$ cat src/rtl/fifo_fwft_if.sv
// Handshake bundle between fifo_fwft and its producer/consumer.
// master = the stage driving the FIFO, slave = the FIFO itself.
interface fifo_fwft_if #(
  parameter int FIFO_DATA_WIDTH  = 32,
  parameter int FIFO_BUFFER_SIZE = 16
);
  localparam int CW = $clog2(FIFO_BUFFER_SIZE) + 1;

  logic                       wr_en;
  logic [FIFO_DATA_WIDTH-1:0] din;
  logic                       full;
  logic                       rd_en;
  logic [FIFO_DATA_WIDTH-1:0] dout;
  logic                       empty;
  logic [CW-1:0]              count;
  logic                       overflow;
  logic                       underflow;
  logic [CW-1:0]              hwm;

  modport master (
    output wr_en, din, rd_en,
    input  full, dout, empty, count, overflow, underflow, hwm
  );

  modport slave (
    input  wr_en, din, rd_en,
    output full, dout, empty, count, overflow, underflow, hwm
  );
endinterface

$ cat src/rtl/fifo_fwft.sv
// First-word-fall-through FIFO; word written at edge N is on dout in cycle N+1.
// Backpressure via full/empty (writes while full and reads while empty are dropped
// and flagged sticky); FIFO_HWM_EN adds a high-water-mark register on hwm.
module fifo_fwft #(
  parameter int FIFO_DATA_WIDTH  = 32,
  parameter int FIFO_BUFFER_SIZE = 16
) (
  input logic        clock,
  input logic        reset,
  fifo_fwft_if.slave bus
);
  localparam int AW = $clog2(FIFO_BUFFER_SIZE);
  localparam int CW = AW + 1;

  logic [FIFO_DATA_WIDTH-1:0] mem [FIFO_BUFFER_SIZE];
  logic [AW:0]                wr_ptr;
  logic [AW:0]                rd_ptr;
  logic [CW-1:0]              count_q;
  logic [CW-1:0]              count_nxt;
  logic                       overflow_q;
  logic                       underflow_q;
  logic                       empty;
  logic                       full;
  logic                       wr_acc;
  logic                       rd_acc;

  // MSB of each pointer is the wrap bit distinguishing full from empty.
  assign empty  = (wr_ptr == rd_ptr);
  assign full   = (wr_ptr[AW-1:0] == rd_ptr[AW-1:0]) && (wr_ptr[AW] != rd_ptr[AW]);
  assign wr_acc = bus.wr_en && !full;
  assign rd_acc = bus.rd_en && !empty;

  always_comb begin
    count_nxt = count_q;
    case ({wr_acc, rd_acc})
      2'b10:   count_nxt = count_q + CW'(1);
      2'b01:   count_nxt = count_q - CW'(1);
      default: count_nxt = count_q;
    endcase
  end

  always_ff @(posedge clock) begin
    if (reset) begin
      wr_ptr      <= '0;
      rd_ptr      <= '0;
      count_q     <= '0;
      overflow_q  <= 1'b0;
      underflow_q <= 1'b0;
    end else begin
      if (wr_acc)
        wr_ptr <= wr_ptr + (AW+1)'(1);
      if (rd_acc)
        rd_ptr <= rd_ptr + (AW+1)'(1);
      count_q <= count_nxt;
      if (bus.wr_en && full)
        overflow_q <= 1'b1;
      if (bus.rd_en && empty)
        underflow_q <= 1'b1;
    end
  end

  // Storage is not reset; a write coinciding with reset is discarded.
  always_ff @(posedge clock) begin
    if (!reset && wr_acc)
      mem[wr_ptr[AW-1:0]] <= bus.din;
  end

`ifdef FIFO_HWM_EN
  logic [CW-1:0] hwm_q;

  always_ff @(posedge clock) begin
    if (reset)
      hwm_q <= '0;
    else if (count_nxt > hwm_q)
      hwm_q <= count_nxt;
  end

  assign bus.hwm = hwm_q;
`else
  assign bus.hwm = '0;
`endif

  assign bus.dout      = empty ? '0 : mem[rd_ptr[AW-1:0]];
  assign bus.empty     = empty;
  assign bus.full      = full;
  assign bus.count     = count_q;
  assign bus.overflow  = overflow_q;
  assign bus.underflow = underflow_q;
endmodule

$ cat src/flat_wrapper.sv
// flat-port wrapper written by rule: the top's interface ports become plain ports
module fifo_fwft_flat 
#(
  parameter int FIFO_DATA_WIDTH  = 32,
  parameter int FIFO_BUFFER_SIZE = 16
)
  (clock, reset, bus_wr_en, bus_din, bus_rd_en, bus_full, bus_dout, bus_empty, bus_count, bus_overflow, bus_underflow, bus_hwm);
  fifo_fwft_if #(.FIFO_DATA_WIDTH(FIFO_DATA_WIDTH), .FIFO_BUFFER_SIZE(FIFO_BUFFER_SIZE)) bus_i ();
  input logic clock;
  input logic reset;
  input wire logic [$bits(bus_i.wr_en)-1:0] bus_wr_en;
  input wire logic [$bits(bus_i.din)-1:0] bus_din;
  input wire logic [$bits(bus_i.rd_en)-1:0] bus_rd_en;
  output wire logic [$bits(bus_i.full)-1:0] bus_full;
  output wire logic [$bits(bus_i.dout)-1:0] bus_dout;
  output wire logic [$bits(bus_i.empty)-1:0] bus_empty;
  output wire logic [$bits(bus_i.count)-1:0] bus_count;
  output wire logic [$bits(bus_i.overflow)-1:0] bus_overflow;
  output wire logic [$bits(bus_i.underflow)-1:0] bus_underflow;
  output wire logic [$bits(bus_i.hwm)-1:0] bus_hwm;
  assign bus_i.wr_en = bus_wr_en;
  assign bus_i.din = bus_din;
  assign bus_i.rd_en = bus_rd_en;
  assign bus_full = bus_i.full;
  assign bus_dout = bus_i.dout;
  assign bus_empty = bus_i.empty;
  assign bus_count = bus_i.count;
  assign bus_overflow = bus_i.overflow;
  assign bus_underflow = bus_i.underflow;
  assign bus_hwm = bus_i.hwm;
  fifo_fwft #(.FIFO_DATA_WIDTH(FIFO_DATA_WIDTH), .FIFO_BUFFER_SIZE(FIFO_BUFFER_SIZE)) u_core (.clock(clock), .reset(reset), .bus(bus_i));
endmodule
$ cat config.mk
export PLATFORM = sky130hd
export DESIGN_NAME = fifo_fwft_flat
export DESIGN_NICKNAME = d
export VERILOG_FILES = /design/src/rtl/fifo_fwft_if.sv /design/src/rtl/fifo_fwft.sv /design/src/flat_wrapper.sv
export SDC_FILE = /design/constraint.sdc
export NUM_CORES = 1
export LEC_CHECK = 0
export CAP_MARGIN = 20
export CORE_ASPECT_RATIO = 2
export CORE_MARGIN = 8
export CORE_UTILIZATION = 45
export CTS_BUF_LIST = sky130_fd_sc_hd__clkbuf_8
export DETAILED_ROUTE_END_ITERATION = 8
export GPL_ROUTABILITY_DRIVEN = 0
export RECOVER_POWER = 25
export SLEW_MARGIN = 20
export SYNTH_ARGS = -nofsm -noshare
export SYNTH_HDL_FRONTEND = slang
export SYNTH_SLANG_ARGS = --single-unit
$ cat constraint.sdc
create_clock -name clock -period 6.4 [get_ports clock]
set_input_delay 1.28 -clock clock [delete_from_list [all_inputs] [get_ports clock]]
set_output_delay 1.28 -clock clock [all_outputs]
set_load 0.02 [all_outputs]
# Word level (Yosys, flattened, before mapping)
# Memories as Yosys holds them, arrays and structs flattened. A register that Yosys moved wholly into a read port is not among the register bits.
# Index checks and enable logic that the tools add are counted.
# totals
regBits	17
ramBits	512
input_bits	36
out_inout_bits	46
mem_count	1
# op_classes
n_addsub	4
eq_ne	5
n_mux	6
reduce_logical	10
# mem_list
memory	words	width	read_ports	rd_clocked_by_memory_dff	wr	line	text
u_core.mem	16	32	1	1	1	fifo_fwft.sv:15	logic [FIFO_DATA_WIDTH-1:0] mem [FIFO_BUFFER_SIZE];
# ops
operator	n
two-way mux 32 bit	1
adder 5 x 1 -> 5 bit, second input constant	3
one-hot mux 5 bit (2 select lines)	1
two-way mux 4 bit	2
logical AND 1 bit	6
equality test 5 bit	1
subtractor 5 x 1 -> 5 bit, second input constant	1
equality test 4 bit	1
logical NOT 1 bit	3
equality test 2 x 1 -> 1 bit, second input constant	1
equality test 2 bit, second input constant	1
two-way mux 1 bit	2
nonzero test 2 bit	1
!= test 1 bit	1

# Logic depth before layout (Yosys ltp)
# logic_depth
word_depth	7
depth_mapped	16
mapped_depth_nobuf	12

# Least setup slack after synthesis
# OpenSTA, ideal clock, no wires.
# synth_timing
kind	in2reg
start	input bus_wr_en
end	memory u_core.mem[0][0], enable pin
setup_ns	0.501
arrival_ns	4.853
required_ns	5.899
path_slack_ns	1.046
stages	3
n_path_buf	1
cell_sequence	clkdlybuf4s15_1 -> o21ai_2 -> nor4_1
# synth_between
elab_chain_cells	4
# synth_lines
item	line	text
start: declaration	flat_wrapper.sv:11	input wire logic [$bits(bus_i.wr_en)-1:0] bus_wr_en;
logical AND 1 bit	fifo_fwft.sv:30	assign wr_acc = bus.wr_en && !full;
logical AND 1 bit	fifo_fwft.sv:64	if (!reset && wr_acc)
two-way mux 1 bit	fifo_fwft.sv:64	
two-way mux 1 bit (implied by the code)	fifo_fwft.sv:65	mem[wr_ptr[AW-1:0]] <= bus.din;
end: declaration	fifo_fwft.sv:15	
# Every way passes these cells.

# Worst setup path after layout
# layout_timing
start	register u_core.wr_ptr[3]
end	output bus_empty
# layout_between
elab_chain_cells	1
# layout_lines
item	line	text
start: declaration	fifo_fwft.sv:16	logic [AW:0] wr_ptr;
start signal: assignment	fifo_fwft.sv:51	wr_ptr <= wr_ptr + (AW+1)'(1);
equality test 5 bit	fifo_fwft.sv:28	assign empty = (wr_ptr == rd_ptr);
end: declaration	flat_wrapper.sv:16	output wire logic [$bits(bus_i.empty)-1:0] bus_empty;
# Every way passes these cells.

==> flow_summary.yaml <==
clocking:
  ctsHtreeMaxLevel: 3
  post-cts-setup-buffer-count: 0
  worstSkewPairLatency_ps: 640
  hold_buffers: 0
  cts_resized: 0
  cts_buffers: 72
  root_buffer: "clkbuf_8"
  cts_tree: "built"
  cts.path.max_buffers: 3
  cts.sinks: 533
  clk_pin_slew_worst_paths_ps: 60
place:
  port_buffers: 76
  dp_slack_ps: 1720
  placed_area_sq_um: 22300
  place_hpwl_mm: 24.1
floorplan:
  dieArea_sq_um: 53600
  std_cell_rows: 111
  start_util_pct: 45.4
  dieHeight_um: 320
  pin_count: 82
  die_x_um: 168
  core_sq_um: 45700
synthesis:
  synth_edf_count: 512
  synth_top_family_by_area: "multiplexers"
  syn_inst: 908
  yosysTopAreaCellShare_pct: 74.2
  ys_seq_area_share_pct: 76.2
  ys_types: 48
  yosysWarnings: 0
  syn_area_per_cell_sq_um: 22.8
  netlist_area_sq_um: 20700
  synth_compound_area_share_pct: 0.905
  async_reset_ff_share_pct: 0
  synth_mux_area_share_pct: 17.6
  synth_fa_ha_area_share_pct: 0.483
  yosys.cell_count.top_type: "edfxtp_1"
  synth_commonest_cells: "512 x edfxtp_1, 160 x mux4_2, 33 x nor2_1, 32 x nor2b_1, 25 x clkbuf_1"
  yosys-top-cells-area: "edfxtp_1 74%, mux4_2 17%, dfxtp_1 2.0%, nor2b_1 0.97%, nor2_1 0.60%"
  synthSimpleGateAreaFrac_pct: 2.69
  ys.flop_type: "edfxtp_1"
  synth_xor_area_share_pct: 0.676
  post-synth-top-area-cell: "edfxtp_1"
  synth-seq-cells: 533
layout:
  multi_input_area_sq_um: 4760
  stdcell_area_sq_um: 23700
  regArea_sq_um: 15800
  area_growth_pct: 14.3
  fill_cells: 3577
  nNetsFinal: 1078
  drive_gt1_share_pct: 28.0
timing:
  period_minus_slack_ps: 5210
  timing.final.crit_share_pct: 81.3
  clock_skew_ps: 31.2
  fmax_mhz: 192
  holdWs_ps: 475
  tightest_slew_ps: 1120
  worst_slew_margin_rel_pct: 25.4
  setup_slack_ps: 1190
  setup_violations: 0
  tns_ps: 0
  hold_viol: 0
  slew_viol_final: 0
  grt_setup_unrepaired: "no"
setup_path:
  critPathMaxFanout: 18
  cp-end-kind: "output pin"
  cp_slowest_stage_delay_ps: 700
  crit_required_ps: 5120
  crit_type: "reg -> out"
  crit_family: "simple AND/OR/NAND/NOR gates"
  critPathArrivalTime_ps: 3930
  start_kind: "flip-flop"
  cpMaxStageDelayCell: "or4_1"
  cp.buffers_inverters: 2
  crit_path_cell_trace: "xor2_1, or4_1, nor2_4, buf_4, clkdlybuf4s50_1"
routing:
  first_iter_violations: 641
  ant_nets: 0
  detail_route.wl_per_cell_um: 27.2
  drtPass1Iterations: 5
  routed_via_density: 5.77
  wl_mm: 45.0
  drc: 0
  vias: 9532
  wl_met1_mm: 17.5
  wl_met3_mm: 1.92
  top_layer: "met5"
  wl_met2_mm: 24.7
power_and_ir_drop:
  p_total_w: 0.00761
  power_density_nw_per_um2: 321
  vdd_drop_max_v: 0.000231
  leakage_nw: 7.29
outcome:
  status: "completed"
flow_run:
  cap_violations: 0
grt:
  overflow: 0
  grt_pass1_vias: 10481
  grt_max_degree: 57
  track_usage_pct: 17.1
  grt_first_pass_wirelength_mm: 67.0
  antenna_found_initial: 5
worst_hold_path:
  hp-class: "reg -> reg"
power by group:
| part | switching, W | total [W] | internal [W] | leakage, nW |
|---|---|---|---|---|
| Sequential | 0.0000791 | 0.00394 | 0.00386 | 4.79 |
| Clock | 0.00124 | 0.00256 | 0.00132 | 0.771 |
| Combinational | 0.000531 | 0.00110 | 0.000571 | 1.73 |
path summary, 6_finish.rpt:
check                           slack [ps]                        startpoint  depth (start not counted)                               end
worst max-delay path                  1190     u_core.wr_ptr[3]$_SDFFE_PP0P_                          5                         bus_empty
worst min-delay path                   480  u_core.bus.overflow$_SDFFE_PP0P_                          2  u_core.bus.overflow$_SDFFE_PP0P_
worst max register to register        2370     u_core.wr_ptr[3]$_SDFFE_PP0P_                         11  u_core.bus.count[4]$_SDFFE_PP0P_
worst min register to register         480  u_core.bus.overflow$_SDFFE_PP0P_                          2  u_core.bus.overflow$_SDFFE_PP0P_
layer usage:
metal	global-route usage, %	vias up
met5	0	-
met4	5.40	2
met3	3.43	64
met2	31.1	244
met1	19.9	5155
li1	-	4067
placed cells by master, fill, tap and decap left out, types with 17 or more instances in the layout:
master	Yosys	routed
dfxtp_1	21	17
buf_4	8	23
edfxtp_1	512	512
clkinv_1	0	19
inv_1	3	19
mux4_2	160	160
clkbuf_8	0	74
clkdlybuf4s50_1	0	53
nor2_1	33	25
nor2b_1	32	32
dlygate4sd3_1	0	23
cell type report:
cell class,count,area share [%]
sequential,533,66.7
inverter,3,0.0475
clock buffer,74,4.30
clock inverter,51,1.61
timing repair buffer,103,4.27
tap,565,2.98
antenna,3,0.0317
multi-input combinational,321,20.1
state kept, by name, indices dropped and copies added (netlist names), named ones only:
register and count:
u_core.bus.count 5, u_core.wr_ptr 5, u_core.mem 512, u_core.rd_ptr 5, u_core.bus.overflow 1, u_core.bus.underflow 1
cells by family after synthesis:
logic type | count (synthesis)
xor+xnor | 16
flops | 533
buf+inv | 58
simple gates | 102
other cells | 1
mux | 165
fa+ha+maj | 8
compound gates | 25
tightest hold or removal path, cell delays in order, from the launching register on:
cell	delay (ps)
dfxtp_1	330
a21oi_1	40
nor2_1	70
stage by stage:
| stage | cells | utilization, % |
|---|---|---|
| 2_1_floorplan | 912 | - |
| 3_3_place_gp | 1523 | 48.7 |
| 3_5_place_dp | 1525 | 48.8 |
| 4_1_cts | 1650 | 51.9 |
| 5_1_grt | 1651 | 51.9 |
| 6_report | 1653 | 51.9 |
Note: power is estimated with default switching activity, not from simulation.
